File: config.mk
export PLATFORM = sky130hd
export DESIGN_NAME = ac97_sample_arbiter
export DESIGN_NICKNAME = d
export VERILOG_FILES = /design/src/rtl/ac97_sample_arbiter.sv
export SDC_FILE = /design/constraint.sdc
export NUM_CORES = 1
export LEC_CHECK = 0
export CORE_UTILIZATION = 38
export CTS_BUF_LIST = sky130_fd_sc_hd__clkbuf_4 sky130_fd_sc_hd__clkbuf_8
export CTS_CLUSTER_SIZE = 14
export DETAILED_ROUTE_END_ITERATION = 10
export GPL_ROUTABILITY_DRIVEN = 0
export PLACE_DENSITY_LB_ADDON = 0.12
export RECOVER_POWER = 100
export SYNTH_ARGS = -nofsm -noshare
export SYNTH_HDL_FRONTEND = slang
export SYNTH_SLANG_ARGS = --single-unit
File: constraint.sdc
create_clock -name clk -period 6.1 [get_ports clk]
set_input_delay 1.525 -clock clk [delete_from_list [all_inputs] [get_ports clk]]
set_output_delay 1.525 -clock clk [all_outputs]
set_load 0.01 [all_outputs]
File: src/rtl/ac97_sample_arbiter.sv
// ac97_sample_arbiter: round-robin arbiter with a burst quantum.
// It shares the sys-clock write port of the AC97 sample FIFO between the CPU
// sample register (A) and the tone/DMA source (B). A one-entry output register
// holds the chosen sample and stalls on fifo_full, so samples are never lost or
// duplicated.
module ac97_sample_arbiter #(
    parameter int DATA_WIDTH  = 20,
    parameter int BURST       = 4,
    parameter int COUNT_WIDTH = 32
) (
    input  logic                   clk,
    input  logic                   rst,
    input  logic                   enable,
    input  logic                   a_valid,
    input  logic [DATA_WIDTH-1:0]  a_data,
    output logic                   a_ready,
    input  logic                   b_valid,
    input  logic [DATA_WIDTH-1:0]  b_data,
    output logic                   b_ready,
    input  logic                   fifo_full,
    output logic                   fifo_wr_en,
    output logic [DATA_WIDTH-1:0]  fifo_din,
    output logic [1:0]             owner,
    output logic [COUNT_WIDTH-1:0] sample_count
);

    localparam int            BW         = (BURST > 1) ? $clog2(BURST) : 1;
    localparam logic [BW-1:0] BURST_LAST = BW'(BURST - 1);

    // The encoding doubles as the owner output: 00 idle, 01 A, 10 B.
    typedef enum logic [1:0] {
        IDLE    = 2'b00,
        GRANT_A = 2'b01,
        GRANT_B = 2'b10
    } state_t;

    state_t                 state_q, state_d;
    logic                   last_owner_q, last_owner_d;  // 0 = A, 1 = B
    logic [BW-1:0]          burst_cnt_q, burst_cnt_d;
    logic                   out_valid_q, out_valid_d;
    logic [DATA_WIDTH-1:0]  out_data_q, out_data_d;
    logic [COUNT_WIDTH-1:0] sample_count_q, sample_count_d;

    logic can_load;
    logic accept_a;
    logic accept_b;
    logic accept;
    logic own_is_b;
    logic own_valid;
    logic oth_valid;

    // The output register can take a new sample when it is empty or emptying this cycle.
    assign fifo_wr_en   = out_valid_q & ~fifo_full;
    assign can_load     = ~out_valid_q | fifo_wr_en;
    assign a_ready      = (state_q == GRANT_A) & can_load;
    assign b_ready      = (state_q == GRANT_B) & can_load;
    assign accept_a     = a_valid & a_ready;
    assign accept_b     = b_valid & b_ready;
    assign accept       = accept_a | accept_b;
    assign fifo_din     = out_data_q;
    assign owner        = state_q;
    assign sample_count = sample_count_q;

    // Next ownership: grant from IDLE, then hand over on burst end, owner drop or disable.
    always_comb begin
        state_d      = state_q;
        last_owner_d = last_owner_q;
        burst_cnt_d  = burst_cnt_q;
        own_is_b     = (state_q == GRANT_B);
        own_valid    = own_is_b ? b_valid : a_valid;
        oth_valid    = own_is_b ? a_valid : b_valid;
        case (state_q)
            IDLE: begin
                if (enable) begin
                    if (a_valid && b_valid) begin
                        state_d = last_owner_q ? GRANT_A : GRANT_B;
                    end else if (a_valid) begin
                        state_d = GRANT_A;
                    end else if (b_valid) begin
                        state_d = GRANT_B;
                    end
                end
            end
            GRANT_A, GRANT_B: begin
                // A stalled owner (valid but FIFO full) keeps the grant indefinitely.
                if ((accept && (burst_cnt_q == BURST_LAST)) || !own_valid || !enable) begin
                    last_owner_d = own_is_b;
                    burst_cnt_d  = '0;
                    if (enable && oth_valid) begin
                        state_d = own_is_b ? GRANT_A : GRANT_B;
                    end else if (enable && own_valid) begin
                        state_d = state_q;
                    end else begin
                        state_d = IDLE;
                    end
                end else if (accept) begin
                    burst_cnt_d = burst_cnt_q + 1'b1;
                end
            end
            default: begin
                state_d = IDLE;
            end
        endcase
    end

    // Output register load/drain and the written-sample counter.
    always_comb begin
        out_valid_d    = out_valid_q;
        out_data_d     = out_data_q;
        sample_count_d = sample_count_q + COUNT_WIDTH'(fifo_wr_en);
        if (accept_a) begin
            out_valid_d = 1'b1;
            out_data_d  = a_data;
        end else if (accept_b) begin
            out_valid_d = 1'b1;
            out_data_d  = b_data;
        end else if (fifo_wr_en) begin
            out_valid_d = 1'b0;
        end
    end

    // State and datapath registers; reset discards any held sample.
    always_ff @(posedge clk or posedge rst) begin
        if (rst) begin
            state_q        <= IDLE;
            last_owner_q   <= 1'b1;
            burst_cnt_q    <= '0;
            out_valid_q    <= 1'b0;
            out_data_q     <= '0;
            sample_count_q <= '0;
        end else begin
            state_q        <= state_d;
            last_owner_q   <= last_owner_d;
            burst_cnt_q    <= burst_cnt_d;
            out_valid_q    <= out_valid_d;
            out_data_q     <= out_data_d;
            sample_count_q <= sample_count_d;
        end
    end

endmodule

==> results of run 1 <==
## cells in the mapped netlist (all sizes together)
library cell / number / area [um^2]
a21oi: 21 / 105
a22o: 2 / 17.5
a22oi: 1 / 12.5
and2: 5 / 31.3
and3: 5 / 31.3
and3b: 1 / 8.76
buf: 7 / 35.0
dfrtp: 57 / 1430
dfstp: 1 / 26.3
ha: 7 / 87.6
inv: 4 / 15.0
mux2: 4 / 45.0
mux2i: 22 / 220
nand2: 13 / 48.8
nand2b: 2 / 12.5
nand3: 16 / 85.1
nand3b: 1 / 7.51
nand4: 14 / 109
nor2: 25 / 93.8
nor2b: 2 / 12.5
nor3: 1 / 5.00
nor3b: 1 / 7.51
nor4: 6 / 88.8
o21ai: 5 / 25.0
xnor2: 26 / 228
xor2: 4 / 35.0
## worst paths after layout
| kind | start | endpoint | slack, ns | cells after the start |
|---|---|---|---|---|
| min in group asynchronous | rst | fifo_din[1]$_DFFE_PP0P_ | 2.80 | 3 |
| min | sample_count[31]$_DFF_PP0_ | sample_count[31]$_DFF_PP0_ | 0.47 | 1 |
| max | rst | fifo_din[5]$_DFFE_PP0P_ | 1.59 | 3 |
| max reg2reg | owner[0]$_DFFE_PP0P_ | burst_cnt_q[0]$_DFFE_PP0P_ | 3.05 | 7 |
| min reg2reg | sample_count[31]$_DFF_PP0_ | sample_count[31]$_DFF_PP0_ | 0.47 | 1 |
| max in group clk | fifo_full | a_ready | 1.64 | 4 |
## critical path: stages
cell and delay, ns:
sky130_fd_sc_hd__dlygate4sd3_1 0.54, sky130_fd_sc_hd__clkinv_1 0.05, sky130_fd_sc_hd__clkbuf_1 2.14
## cells by family (layout without fill, tap and decap cells)
logic type,Yosys count,after routing
buffers and inverters,11,125
DFF,58,58
xor gates and xnor gates,30,30
muxes,26,26
adders and majority gates,7,7
AOI/OAI and AO/OA,29,29
and+or+nand+nor,92,92
## stage by stage
| stage | hold slack (ns) | power [mW] |
|---|---|---|
| after floorplan | 0.477 | 0.861 |
| after global placement | 0.467 | 1.13 |
| after detailed placement | 0.470 | 1.14 |
| after CTS | 0.484 | 1.54 |
| after global routing | 0.489 | 1.59 |
| final | 0.471 | 1.48 |
## flip-flops by register name, indices dropped and copies added, names as in the netlist
register / flops
fifo_din: 20
sample_count: 32
burst_cnt_q: 2
owner: 2
last_owner_q: 1
out_valid_q: 1
## layout make-up
| type | count | area, um^2 |
|---|---|---|
| repair buffers | 105 | 1040 |
| clock buffers | 10 | 138 |
| clock inverters | 6 | 90.1 |
| inverters | 4 | 15.0 |
| fillers | 652 | 3070 |
| well taps | 99 | 124 |
| flip-flops and latches | 58 | 1450 |
| multi-input cells | 184 | 1280 |
## power groups by stage
| stage | Combinational, mW | Sequential, mW | Clock (mW) |
|---|---|---|---|
| detailed placement | 0.582 | 0.560 | 0 |
| finish | 0.532 | 0.547 | 0.396 |
| global route | 0.593 | 0.563 | 0.430 |
| global placement | 0.575 | 0.554 | 0 |
| floorplan | 0.265 | 0.595 | 0 |
| CTS | 0.584 | 0.553 | 0.405 |
## per-layer routing
layer  vias to the layer above  share of wire [%]  wire (um)  global-route usage [%]
li1                       1110                  -          -                       -
met1                      1053                 47       2850                    21.1
met2                        76                 43       2600                    25.4
met3                         7                9.6        586                    5.47
met4                         0                1.1         65                    5.72
met5                         -                  0          0                       0
==> impl_metrics.env, run 1 <==
export IMPL_netlist_area_um2=2820
export IMPL_vias_post_dr=2246
export IMPL_groute_usage_overall_pct=16.3
export IMPL_hold_path_class="register to register"
export IMPL_ioPinCount=103
export IMPL_power_internal_mw=1.00
export IMPL_outcome="complete, but fails checks"
export IMPL_drcViolationCount=0
export IMPL_timing_fmax_mhz=222
export IMPL_power_frac_clock_pct=26.8
export IMPL_clk_latency_ns=0.33
export IMPL_clk_pin_slew_ns=0.07
export IMPL_setup_tns_ns=0
export IMPL_timing_setup_critical_path_class="input pin to async pin"
export IMPL_final_layout_size_suffix_gt1_share_pct=7.36
export IMPL_cts_htree_levels=3
export IMPL_synth_top_family_by_area="simple AND/OR/NAND/NOR gates"
export IMPL_cts_root_buffer_cell="sky130_fd_sc_hd__clkbuf_8"
export IMPL_cts_sinks=58
export IMPL_pwr_share_seq_pct=37.1
export IMPL_detail_route_vias_per_cell=4.82
export IMPL_antenna_found_initial=0
export IMPL_xor_xnor_cell_area_share_of_the_yosys_netlist_pct=9.32
export IMPL_post_cts_repair_setup_buffers=0
export IMPL_die_h_um=88.2
export IMPL_antennaDiodeCount=0
export IMPL_synth_area_mux_share_pct=9.41
export IMPL_post_layout_nonfiller_instances=466
export IMPL_p_per_area_nw_per_um2=356
export IMPL_initialDrtViolationCount=63
export IMPL_max_cap_violations=2
export IMPL_mostFrequentLayoutCell="sky130_fd_sc_hd__dlygate4sd3_1"
export IMPL_cts_max_path_buffers=2
export IMPL_mappedNetlistNets=306
export IMPL_post_synth_inst_count=253
export IMPL_unique_masters_post_synth=33
export IMPL_stdcell_area_um2=4140
export IMPL_maximum_resistive_drop_on_vdd_mv=0.213
export IMPL_maxSlewViolCount=101
export IMPL_number_of_clock_buffers_inserted_by_tritoncts=9
export IMPL_ys_ff_latch=58
export IMPL_path_max_fanout=58
export IMPL_synth_adder_area_share_pct=3.11
export IMPL_die_area_um2=7770
export IMPL_slew_headroom_pct=-102
export IMPL_area_delta_synth_final_pct=46.8
export IMPL_vias_in_the_first_global_route=2045
export IMPL_floorplan_initialDensity_pct=39.1
export IMPL_buffer_ports_inserted=102
export IMPL_cts_tree="done"
export IMPL_nets=415
export IMPL_fp_dieW_um=88.2
export IMPL_final_clock_skew_ns=0.0103
export IMPL_critical_path_required_ns=5.87
export IMPL_detailedRoute_firstPassIterationCount=4
export IMPL_min_period_over_period_pct=74.0
export IMPL_portion_of_total_power_attributed_to_combinational_logic_pct=36.1
export IMPL_first_pass_grt_wire_length_um=9690
export IMPL_critPathArrivalTime_ns=4.28
export IMPL_post_place_ws_ns=1.82
export IMPL_synth_seq_area_share_pct=51.5
export IMPL_violations="max-capacitance violations, max-slew violations"
export IMPL_grt_max_degree=59
export IMPL_postPlaceCellArea_um2=3960
export IMPL_finalHoldViolCount=0
export IMPL_slew_worst_pin_ns=3.04
export IMPL_layout_cells_most_common_list="60 x sky130_fd_sc_hd__dlygate4sd3_1, 57 x sky130_fd_sc_hd__dfrtp_1, 42 x sky130_fd_sc_hd__clkdlybuf4s50_1"
export IMPL_routed_wire_length_per_instance_um=13.1
export IMPL_placement_rows=31
export IMPL_totalWireLength_um=6100
export IMPL_final_core_util_pct=57.4
export IMPL_total_instance_count_after_detailed_placement=450
export IMPL_antenna_left=0
export IMPL_total_leakage_power_nw=1.94
export IMPL_gr_total_overflow=0
export IMPL_finalSetupViolations=0
export IMPL_synth_compound_area_share_pct=5.68
export IMPL_switching_share_pct=32.2
export IMPL_synth_simple_gate_area_share_pct=19.2
export IMPL_design_core_area_um2=7210
export IMPL_worst_setup_path_start_kind="input pin"
export IMPL_synth_area_per_cell_um2=11.1
export IMPL_cp_end_kind="async pin"
export IMPL_cts_repair_resized_insts=0
export IMPL_final_worst_setup_slack_ns=1.59
export IMPL_rsz_0062_raised_after_global_routing="no"
export IMPL_cts_hold_fix_buffers=0
export IMPL_net_switching_power_mw=0.475
export IMPL_period_needed_ns=4.51
export IMPL_yosysWarningCount=0
export IMPL_hpwlAfterDp_um=4450
Power figures use the tool's default switching activity.
==> inputs of run 2 (changes only) <==
==> constraint.sdc (replaced) <==
create_clock -name clk -period 4.5 [get_ports clk]
set_input_delay 1.125 -clock clk [delete_from_list [all_inputs] [get_ports clk]]
set_output_delay 1.125 -clock clk [all_outputs]
set_load 0.01 [all_outputs]
==> run 2 against run 1 <==
  * Setup slack lost 0.75 ns
  * Sequential share of layout area grew 0.085 points
  * Die area is the same
  * Clock power grew 32%
  * Wire length grew 5.0%
  * Global-route usage grew 1.2 points
  * Critical path depth grew 1
  * Utilization shrank 0.14 points
  * Largest power group unchanged
  * The flow still finishes with violations (max-capacitance violations, max-slew violations)
  * Final area shrank 0.24%
==> impl_metrics.env, run 2 (synthesis results as in run 1) <==
export IMPL_path_max_fanout=4
export IMPL_timing_fmax_mhz=273
export IMPL_maximum_resistive_drop_on_vdd_mv=0.240
export IMPL_worst_setup_path_start_kind="input pin"
export IMPL_p_per_area_nw_per_um2=483
export IMPL_hold_path_class="register to register"
export IMPL_detailedRoute_firstPassIterationCount=4
export IMPL_cts_hold_fix_buffers=0
export IMPL_outcome="complete, but fails checks"
export IMPL_number_of_clock_buffers_inserted_by_tritoncts=9
export IMPL_stdcell_area_um2=4130
export IMPL_cp_end_kind="primary output"
export IMPL_drcViolationCount=0
export IMPL_area_delta_synth_final_pct=46.5
export IMPL_buffer_ports_inserted=102
export IMPL_die_area_um2=7770
export IMPL_cts_tree="done"
export IMPL_slew_headroom_pct=-5.92
export IMPL_antenna_left=0
export IMPL_largest_register_ff_count=32
export IMPL_nets=415
export IMPL_mostFrequentLayoutCell="sky130_fd_sc_hd__dlygate4sd3_1"
export IMPL_totalWireLength_um=6410
export IMPL_routed_wire_length_per_instance_um=13.7
export IMPL_cts_repair_resized_insts=0
export IMPL_cts_sinks=58
export IMPL_cts_max_path_buffers=2
export IMPL_floorplan_initialDensity_pct=39.1
export IMPL_setup_tns_ns=0
export IMPL_timing_setup_critical_path_class="input pin to primary output"
export IMPL_gr_total_overflow=0
export IMPL_detail_route_vias_per_cell=4.88
export IMPL_post_cts_repair_setup_buffers=0
export IMPL_design_core_area_um2=7210
export IMPL_fp_dieW_um=88.2
export IMPL_placement_rows=31
export IMPL_critical_path_max_stage_delay_ns=0.59
export IMPL_grt_max_degree=42
export IMPL_total_leakage_power_nw=1.93
export IMPL_final_clock_skew_ns=0.00772
export IMPL_maxSlewViolCount=43
export IMPL_violations="max-capacitance violations, max-slew violations"
export IMPL_finalHoldViolCount=0
export IMPL_hpwlAfterDp_um=4680
export IMPL_max_cap_violations=2
export IMPL_min_period_over_period_pct=81.3
export IMPL_slew_worst_pin_ns=1.59
export IMPL_holdWs_ns=0.467
export IMPL_first_pass_grt_wire_length_um=10300
export IMPL_clk_latency_ns=0.34
export IMPL_die_h_um=88.2
export IMPL_final_layout_size_suffix_gt1_share_pct=7.36
export IMPL_vias_post_dr=2274
export IMPL_critPathSlowestCell="sky130_fd_sc_hd__dlygate4sd3_1"
export IMPL_critical_path_top_cell_by_count="sky130_fd_sc_hd__dlygate4sd3_1"
export IMPL_antennaDiodeCount=0
export IMPL_clk_pin_slew_ns=0.07
export IMPL_groute_usage_overall_pct=17.4
export IMPL_rsz_0062_raised_after_global_routing="no"
export IMPL_period_needed_ns=3.66
export IMPL_postPlaceCellArea_um2=3960
export IMPL_critical_path_required_ns=3.38
export IMPL_layout_cells_most_common_list="60 x sky130_fd_sc_hd__dlygate4sd3_1, 57 x sky130_fd_sc_hd__dfrtp_1, 42 x sky130_fd_sc_hd__clkdlybuf4s50_1"
export IMPL_critPathArrivalTime_ns=2.53
export IMPL_cts_root_buffer_cell="sky130_fd_sc_hd__clkbuf_8"
export IMPL_cp_cell_sequence="dlygate4sd3_1, nand2_1, and2_1, dlygate4sd3_1"
export IMPL_finalSetupViolations=0
export IMPL_setup_reg_to_reg_worst_slack_ns=1.44
export IMPL_cts_htree_levels=3
export IMPL_initialDrtViolationCount=78
export IMPL_ioPinCount=103
export IMPL_vias_in_the_first_global_route=2171
export IMPL_antenna_found_initial=0
## run 2: changes by cell type in the layout (fill, tap and decap cells not counted)
cell / change
sky130_fd_sc_hd__clkinvlp_4: +1
sky130_fd_sc_hd__clkinv_4: -1
sky130_fd_sc_hd__clkinv_2: +1
sky130_fd_sc_hd__clkinv_1: -1
sky130_fd_sc_hd__clkbuf_8: -1
sky130_fd_sc_hd__inv_1: +1
## run 2: worst paths after layout
check	from	endpoint	cells after the start
setup / recovery	fifo_full	a_ready	4
hold / removal	sample_count[31]$_DFF_PP0_	sample_count[31]$_DFF_PP0_	1
setup reg to reg	owner[0]$_DFFE_PP0P_	burst_cnt_q[0]$_DFFE_PP0P_	7
hold reg to reg	sample_count[31]$_DFF_PP0_	sample_count[31]$_DFF_PP0_	1
max in group asynchronous	rst	fifo_din[16]$_DFFE_PP0P_	3
min in group asynchronous	rst	fifo_din[4]$_DFFE_PP0P_	2
## run 2: worst max-delay path: cells and delay by family
| kind | cells | cell delay (ns) |
|---|---|---|
| simple gates | 2 | 0.26 |
| buf+inv | 2 | 1.15 |
## run 2: per-layer routing
metal	vias to the layer above	track usage [%]	part of all wire, %
met5	-	0	0
met4	0	7.04	0.94
met3	8	6.22	9.9
met2	83	26.8	43
met1	1076	22.4	46
li1	1107	-	-
## run 2: cell type report
| class | instances | area (um^2) |
|---|---|---|
| tap | 99 | 124 |
| timing repair buffer | 105 | 1040 |
| clock inverter | 7 | 93.8 |
| clock buffer | 9 | 124 |
| fill | 669 | 3080 |
| inverter | 4 | 15.0 |
| sequential | 58 | 1450 |
| multi-input combinational | 184 | 1280 |
## run 2: report_power, final
group          internal (mW)  switching (mW)
logic                  0.372           0.359
clock network          0.310           0.212
registers              0.657          0.0834
## run 2: per-stage QoR
step                      setup slack (ns)  util, %  power [mW]  cells
after floorplan                       1.87        -        1.17    253
after global placement                1.05     54.8        1.53    450
after detailed placement              1.03     54.8        1.56    450
after CTS                             1.03     57.8        2.08    466
after global routing                 0.572     57.2        2.15    466
final                                0.841     57.2        1.99    466
==> inputs of run 3 (changes only) <==
==> constraint.sdc (replaced) <==
create_clock -name clk -period 3.76 [get_ports clk]
set_input_delay 0.94 -clock clk [delete_from_list [all_inputs] [get_ports clk]]
set_output_delay 0.94 -clock clk [all_outputs]
set_load 0.01 [all_outputs]
==> run 3 against run 2 <==
  * The flow now finishes without violations
  * Global-route usage fell by 1.1 points
  * Sequential power rose by 20%
  * Count of clock-buffer cells in the layout rose by 2
  * Sequential share of layout area rose by 0.053 points
  * Utilization fell by 0.087 points
  * Register-to-register slack improved by 0.07 ns
  * First-iteration DRC count rose by 12%
  * Setup slack got worse by 0.37 ns
  * Combinational power rose by 19%
  * Total power rose by 16%
  * Non-clock buffer count did not move
  * Critical endpoint unchanged
==> impl_metrics.env, run 3 (synthesis results as in run 1) <==
export IMPL_maxSlewViolCount=0
export IMPL_number_of_clock_buffers_inserted_by_tritoncts=9
export IMPL_slew_headroom_pct=6.12
export IMPL_buffer_ports_inserted=102
export IMPL_finalSetupViolations=0
export IMPL_cts_tree="done"
export IMPL_placement_rows=31
export IMPL_post_place_ws_ns=0.656
export IMPL_gr_usage_met2_pct=25.0
export IMPL_final_clock_skew_ns=0.00680
export IMPL_rsz_0062_raised_after_global_routing="no"
export IMPL_postPlaceCellArea_um2=3960
export IMPL_setup_reg_to_reg_worst_slack_ns=1.51
export IMPL_holdWs_ns=0.469
export IMPL_setup_tns_ns=0
export IMPL_vias_post_dr=2246
export IMPL_pwr_share_seq_pct=38.2
export IMPL_detailedRoute_firstPassIterationCount=4
export IMPL_net_switching_power_mw=0.752
export IMPL_power_internal_mw=1.56
export IMPL_nets=415
export IMPL_final_worst_setup_slack_ns=0.469
export IMPL_finalHoldViolCount=0
export IMPL_cp_end_kind="primary output"
export IMPL_period_needed_ns=3.29
export IMPL_outcome="completed"
export IMPL_clk_latency_ns=0.33
export IMPL_die_area_um2=7770
export IMPL_design_power_total_mw=2.32
export IMPL_grt_most_used_layer="met2"
export IMPL_hpwlAfterDp_um=4490
export IMPL_cts_htree_levels=3
export IMPL_p_per_area_nw_per_um2=562
export IMPL_first_pass_grt_wire_length_um=9710
export IMPL_antenna_found_initial=0
export IMPL_slew_worst_pin_ns=1.41
export IMPL_layout_cells_most_common_list="60 x sky130_fd_sc_hd__dlygate4sd3_1, 57 x sky130_fd_sc_hd__dfrtp_1, 42 x sky130_fd_sc_hd__clkdlybuf4s50_1"
export IMPL_floorplan_initialDensity_pct=39.1
export IMPL_layout_filler_cells=648
export IMPL_cts_sinks=58
export IMPL_timing_fmax_mhz=304
export IMPL_switching_share_pct=32.5
export IMPL_min_period_over_period_pct=87.5
export IMPL_totalWireLength_um=6210
export IMPL_detail_route_vias_per_cell=4.84
export IMPL_post_cts_repair_setup_buffers=0
export IMPL_ioPinCount=103
export IMPL_portion_of_total_power_attributed_to_combinational_logic_pct=37.5
export IMPL_cts_hold_fix_buffers=0
export IMPL_final_layout_size_suffix_gt1_share_pct=7.67
export IMPL_largest_register_ff_count=32
export IMPL_groute_usage_overall_pct=16.4
export IMPL_gr_total_overflow=0
export IMPL_grt_max_degree=59
export IMPL_fp_dieW_um=88.2
export IMPL_critPathArrivalTime_ns=2.35
export IMPL_stdcell_area_um2=4120
export IMPL_clk_pin_slew_ns=0.06
export IMPL_critical_path_required_ns=2.82
export IMPL_hold_path_class="register to register"
export IMPL_total_leakage_power_nw=1.95
export IMPL_initialDrtViolationCount=87
export IMPL_design_core_area_um2=7210
export IMPL_timing_setup_critical_path_class="input pin to primary output"
export IMPL_cts_root_buffer_cell="sky130_fd_sc_hd__clkbuf_8"
export IMPL_die_h_um=88.2
export IMPL_path_max_fanout=4
export IMPL_power_frac_clock_pct=24.3
export IMPL_worst_setup_path_start_kind="input pin"
export IMPL_mostFrequentLayoutCell="sky130_fd_sc_hd__dlygate4sd3_1"
export IMPL_grt_met1_usage_pct=21.4
export IMPL_max_cap_violations=0
export IMPL_routed_wire_length_per_instance_um=13.4
export IMPL_antennaDiodeCount=0
export IMPL_cts_max_path_buffers=2
export IMPL_met3_usage_pct=4.62
export IMPL_vias_in_the_first_global_route=2103
export IMPL_area_delta_synth_final_pct=46.2
export IMPL_maximum_resistive_drop_on_vdd_mv=0.310
export IMPL_drcViolationCount=0
export IMPL_antenna_left=0
export IMPL_cts_repair_resized_insts=0
-- run 3: changes by cell type in the layout (fill, tap and decap cells not counted), sizes merged --
cell	previous run	this run
bufinv	2	1
inv	4	3
clkbuf	11	12
buf	1	2
clkinvlp	2	0
-- run 3: area by class of cell --
| class | count | area (um^2) | area share [%] |
|---|---|---|---|
| inverters | 4 | 15.0 | 0.364 |
| flip-flops and latches | 58 | 1450 | 35.2 |
| clock buffers | 11 | 151 | 3.67 |
| multi-input cells | 184 | 1300 | 31.5 |
| well taps | 99 | 124 | 3.00 |
| clock inverters | 3 | 40.0 | 0.971 |
| repair buffers | 105 | 1040 | 25.2 |
-- run 3: layer usage --
| metal | up-vias | share of wire, % | wire [um] |
|---|---|---|---|
| li1 | 1108 | - | - |
| met3 | 10 | 9.2 | 572 |
| met1 | 1044 | 46 | 2860 |
| met4 | 0 | 1.5 | 93 |
| met5 | - | 0 | 0 |
| met2 | 84 | 43 | 2690 |
-- run 3: worst max-delay path, stage by stage --
cell and delay, ns:
sky130_fd_sc_hd__dlygate4sd3_1 0.56, sky130_fd_sc_hd__nand2_1 0.10, sky130_fd_sc_hd__and2_1 0.16, sky130_fd_sc_hd__dlygate4sd3_1 0.59
-- run 3: metrics by stage --
step                std cells  util (%)
finish                    464      57.2
CTS                       464      57.5
global placement          450      54.8
detailed placement        450      54.8
global route              464      57.2
floorplan                 253         -
-- run 3: final timing paths --
check | start | depth (start not counted) | endpoint
max | fifo_full | 4 | a_ready
min | sample_count[31]$_DFF_PP0_ | 1 | sample_count[31]$_DFF_PP0_
max reg2reg | out_valid_q$_DFFE_PP0P_ | 6 | sample_count[31]$_DFF_PP0_
min reg2reg | sample_count[31]$_DFF_PP0_ | 1 | sample_count[31]$_DFF_PP0_
max in group asynchronous | rst | 3 | sample_count[0]$_DFF_PP0_
min in group asynchronous | rst | 3 | fifo_din[10]$_DFFE_PP0P_
-- run 3: power by group through the flow --
stage / clock (mW) / sequential [mW] / combinational [mW]
2_1_floorplan: 0 / 0.966 / 0.431
3_3_place_gp: 0 / 0.900 / 0.932
3_5_place_dp: 0 / 0.905 / 0.944
4_1_cts: 0.576 / 0.894 / 0.949
5_1_grt: 0.608 / 0.909 / 0.969
6_report: 0.563 / 0.886 / 0.868
==> RTL edit 1, RTL diff (flow settings as in run 3) <==
Make the reset (`rst`) synchronous in one clocked block.
--- a/src/rtl/ac97_sample_arbiter.sv
+++ b/src/rtl/ac97_sample_arbiter.sv
@@ -120,7 +120,7 @@
     end
 
     // State and datapath registers; reset discards any held sample.
-    always_ff @(posedge clk or posedge rst) begin
+    always_ff @(posedge clk) begin
         if (rst) begin
             state_q        <= IDLE;
             last_owner_q   <= 1'b1;
Formal check against the unedited RTL: differs if rst is asserted again (counterexample within 4 cycles, from zero or initial values and one cycle with rst high); with rst held inactive, the same outputs for 10 cycles.
==> RTL edit 1 against run 3 <==
- the flow now finishes with violations (max-capacitance violations, max-slew violations)
- total power shrank 15%
- sequential cell count is the same
- critical endpoint is now b_ready
- design area grew 2.3%
- clock skew grew 0.0049 ns
- first-iteration DRC count shrank 4.6%
- synthesized cell count grew 28%
- core utilization grew 0.41 points
- highest routed layer unchanged
- synthesized area grew 3.5%
- routed wire length grew 6.1%
- critical path type unchanged
- worst setup slack lost 0.10 ns
- critical path depth is the same
==> RTL edit 1: results (changes against run 3) <==
Status
  – Status: finished with violations (was complete, no violations)
  – Failing checks: max-capacitance violations, max-slew violations

Detailed routing
  – DRT iter0 DRCs: 83 (was 87)
  – Pre-antenna DRT Iters: 6 (was 4)
  – Detailed-route vias per instance: 5.01 (was 4.84)

Logic synthesis
  – Distinct cells, synth: 48 (was 33)
  – Most frequent cells after synthesis: dfxtp_1, nor2_1, mux2i_1 (was dfrtp_1, xnor2_1, nor2_1)
  – Asr flop ratio synth: 0% (was 100%)
  – Post-synth design cell area: 2920 um^2 (was 2820 um^2)
  – Synth top area cells: dfxtp_1, mux2i_1, nor2_1 (was dfrtp_1, xnor2_1, mux2i_1)

Cells and area
  – Seq_cells: 58 (unchanged)
  – Seq/total area: 27.5% (was 35.2%)
  – Non-Clock Buffer Area Fraction: 24.7% (was 25.2%)
  – Clock-cell share of area: 5.60% (was 4.64%)
  – Share of layout cells above drive strength 1: 5.83% (was 7.67%)
  – Filler instances: 661 (was 648)
  – Signal buffers: 106 (was 105)
  – Post-route insts no fill: 528 (was 464)
  – CLK BUF: 10 (was 11)
  – Final nets: 477 (was 415)

Setup path
  – Max FO, Critical Path: 8 (was 4)
  – Worst R2R Setup Slack: 1.40 ns (was 1.51 ns)
  – Setup crit end: b_ready (was a_ready)
  – R2R Path End: sample_count[30]$_SDFF_PP0_ (was sample_count[31]$_DFF_PP0_)
  – FF-to-FF Start: out_valid_q$_SDFFE_PP0P_ (was out_valid_q$_DFFE_PP0P_)

Worst hold path
  – WHS Endpoint: fifo_din[14]$_SDFFE_PP0P_ (was sample_count[31]$_DFF_PP0_)
  – Hold path startpoint: fifo_din[14]$_SDFFE_PP0P_ (was sample_count[31]$_DFF_PP0_)

STA
  – Max Slew Vio Count: 56 (was 0)
  – Hold WS: 0.495 ns (was 0.469 ns)
  – Skew final: 0.0117 ns (was 0.00680 ns)
  – Worst Slack Setup Final: 0.365 ns (was 0.469 ns)

Global routing
  – Vias in the first global route: 2,461 (was 2,103)
  – All-Layer GR Usage: 17.7% (was 16.4%)

Run
  – Max_cap viols: 1 (was 0)

Placed design
  – Post-placement cell count: 512 (was 450)
  – Detail Placement HPWL: 4850 um (was 4490 um)
  – Place WS: 0.441 ns (was 0.656 ns)
==> RTL edit 1: kinds of logic after synthesis <==
kind of cell,count (synthesis),synth area share [%]
AO/OA/AOI/OAI,47,11.0
XOR/XNOR,13,3.90
buffers and inverters,26,3.81
adder cells (fa/ha/maj),7,3.00
AND/OR/NAND/NOR,139,26.5
flip-flops,58,39.8
multiplexers,34,12.1
==> RTL edit 1: worst max-delay path: stages <==
cell           delay [ns]
dlygate4sd3_1        0.55
nand2_1              0.16
and2_1               0.20
dlygate4sd3_1        0.59
==> RTL edit 1: layer usage <==
metal	part of all wire, %	up-vias	GRT usage (%)
met5	0	-	0
met4	0.53	0	7.36
met3	8.8	2	7.77
met2	46	86	27.8
met1	45	1190	21.1
li1	-	1366	-
==> RTL edit 1: where the power goes <==
part           internal, W  switching [W]
logic             0.000280       0.000252
registers         0.000694      0.0000456
clock network     0.000444       0.000244
==> RTL edit 2, RTL diff (settings of run 3) <==
Without the edit above. The parameter `DATA_WIDTH` goes from 20 to 16.
--- a/src/rtl/ac97_sample_arbiter.sv
+++ b/src/rtl/ac97_sample_arbiter.sv
@@ -4,7 +4,7 @@
 // holds the chosen sample and stalls on fifo_full, so samples are never lost or
 // duplicated.
 module ac97_sample_arbiter #(
-    parameter int DATA_WIDTH  = 20,
+    parameter int DATA_WIDTH  = 16,
     parameter int BURST       = 4,
     parameter int COUNT_WIDTH = 32
 ) (
Interface: changed (resized a_data, b_data and fifo_din); port bits go from 103 to 91. No check against the original RTL was run, so the function may have changed too.
==> RTL edit 2 against run 3 <==
- the run now ends with design-rule violations left
- register-to-register slack lost 0.56 ns
- critical path depth unchanged
- worst setup slack lost 0.0068 ns
- synthesized area shrank 7.5%
- routed wire length down 14%
- design area decreased by 9.4%
- hold slack better by 0.012 ns
- total power shrank 12%
- count of clock-buffer cells in the layout shrank 5
- first-iteration DRC count down 6.9%
- sequential cell count decreased by 4
- maximum frequency shrank 0.21%
- critical path type unchanged
- highest routed layer unchanged
==> RTL edit 2: results (changes against run 3) <==
Status
  – Status: finished with violations (was complete, no violations)
  – Failing checks: design-rule violations

Logic synthesis
  – Synth top area cells: dfrtp_1, xnor2_1, mux2i_1 (unchanged)
  – Distinct cells, synth: 35 (was 33)
  – Gate Count Post-Synth: 239 (was 253)
  – Sequential area share after synthesis: 51.8% (was 51.5%)
  – Syn_nets: 284 (was 306)

Pwr
  – Static Leak: 1.77 nW (was 1.95 nW)
  – VDD IR max: 0.287 mV (was 0.310 mV)

Global routing
  – All-Layer GR Usage: 16.2% (was 16.4%)
  – Vias in the first global route: 2,017 (was 2,103)
  – Largest net degree at the start of global routing: 34 (was 59)
  – First-pass GRT wire length: 9380 um (was 9710 um)

Cells and area
  – Post-route insts no fill: 412 (was 464)
  – Share of layout cells above drive strength 1: 5.37% (was 7.67%)
  – Max reg flops: 32 (unchanged)
  – Final nets: 379 (was 415)

Clock network
  – Reg clk slew, reported paths: 0.09 ns (was 0.06 ns)
  – H-tree lvl count: 2 (was 3)
  – CTS Buf Count: 5 (was 9)

Placed design
  – Area after DPL: 3610 um^2 (was 3960 um^2)
  – Post-placement cell count: 404 (was 450)
  – Detail Placement HPWL: 3940 um (was 4490 um)
  – Port Buf Inserts: 90 (was 102)
  – Place WS: 0.570 ns (was 0.656 ns)

Detailed routing
  – Drt total wl: 5360 um (was 6210 um)
  – Pre-antenna DRT Iters: 8 (was 4)
  – DRT iter0 DRCs: 81 (was 87)
  – Drc violations: 5 (was 0)

STA
  – Skew final: 0.00802 ns (was 0.00680 ns)
  – Max Slew Vio Count: 0 (unchanged)
  – Tightest Pin Transition: 1.30 ns (was 1.41 ns)
[RTL edit 2: final timing paths]
path | slack, ns | from | endpoint | depth (start not counted)
worst max-delay path | 0.46 | fifo_full | a_ready | 4
worst min-delay path | 0.48 | sample_count[31]$_DFF_PP0_ | sample_count[31]$_DFF_PP0_ | 1
worst max register to register | 0.95 | owner[0]$_DFFE_PP0P_ | burst_cnt_q[0]$_DFFE_PP0P_ | 7
worst min register to register | 0.48 | sample_count[31]$_DFF_PP0_ | sample_count[31]$_DFF_PP0_ | 1
max in group asynchronous | 1.03 | rst | sample_count[18]$_DFF_PP0_ | 3
min in group asynchronous | 1.36 | rst | sample_count[1]$_DFF_PP0_ | 2
[RTL edit 2: kinds of logic (layout without fill, tap and decap cells)]
| group | count (synthesis) | after routing | share of synthesized area, % |
|---|---|---|---|
| AOI/OAI and AO/OA | 25 | 25 | 5.18 |
| xor gates and xnor gates | 30 | 30 | 10.1 |
| adders and majority gates | 7 | 7 | 3.36 |
| buffers and inverters | 12 | 108 | 1.97 |
| DFF | 54 | 54 | 51.8 |
| muxes | 22 | 22 | 8.63 |
| and+or+nand+nor | 89 | 89 | 18.9 |
[RTL edit 2: layer usage]
metal	vias up	track usage [%]	wire [um]	part of all wire (%)
li1	1020	-	-	-
met1	961	20.9	2470	46
met2	57	26.8	2500	47
met3	6	5.06	350	6.5
met4	0	3.39	40	0.75
met5	-	0	0	0
[RTL edit 2: final cells by class]
class	instances	area, um^2
clock inverters	2	60.1
fillers	575	2760
well taps	77	96.3
clock buffers	6	82.6
inverters	5	18.8
flip-flops and latches	54	1350
multi-input cells	173	1200
repair buffers	95	923
[RTL edit 2: report_power, final]
part	internal (W)	switching, W
combinational	0.000394	0.000374
sequential	0.000721	0.0000909
clock	0.000284	0.000184
total	0.00140	0.000649
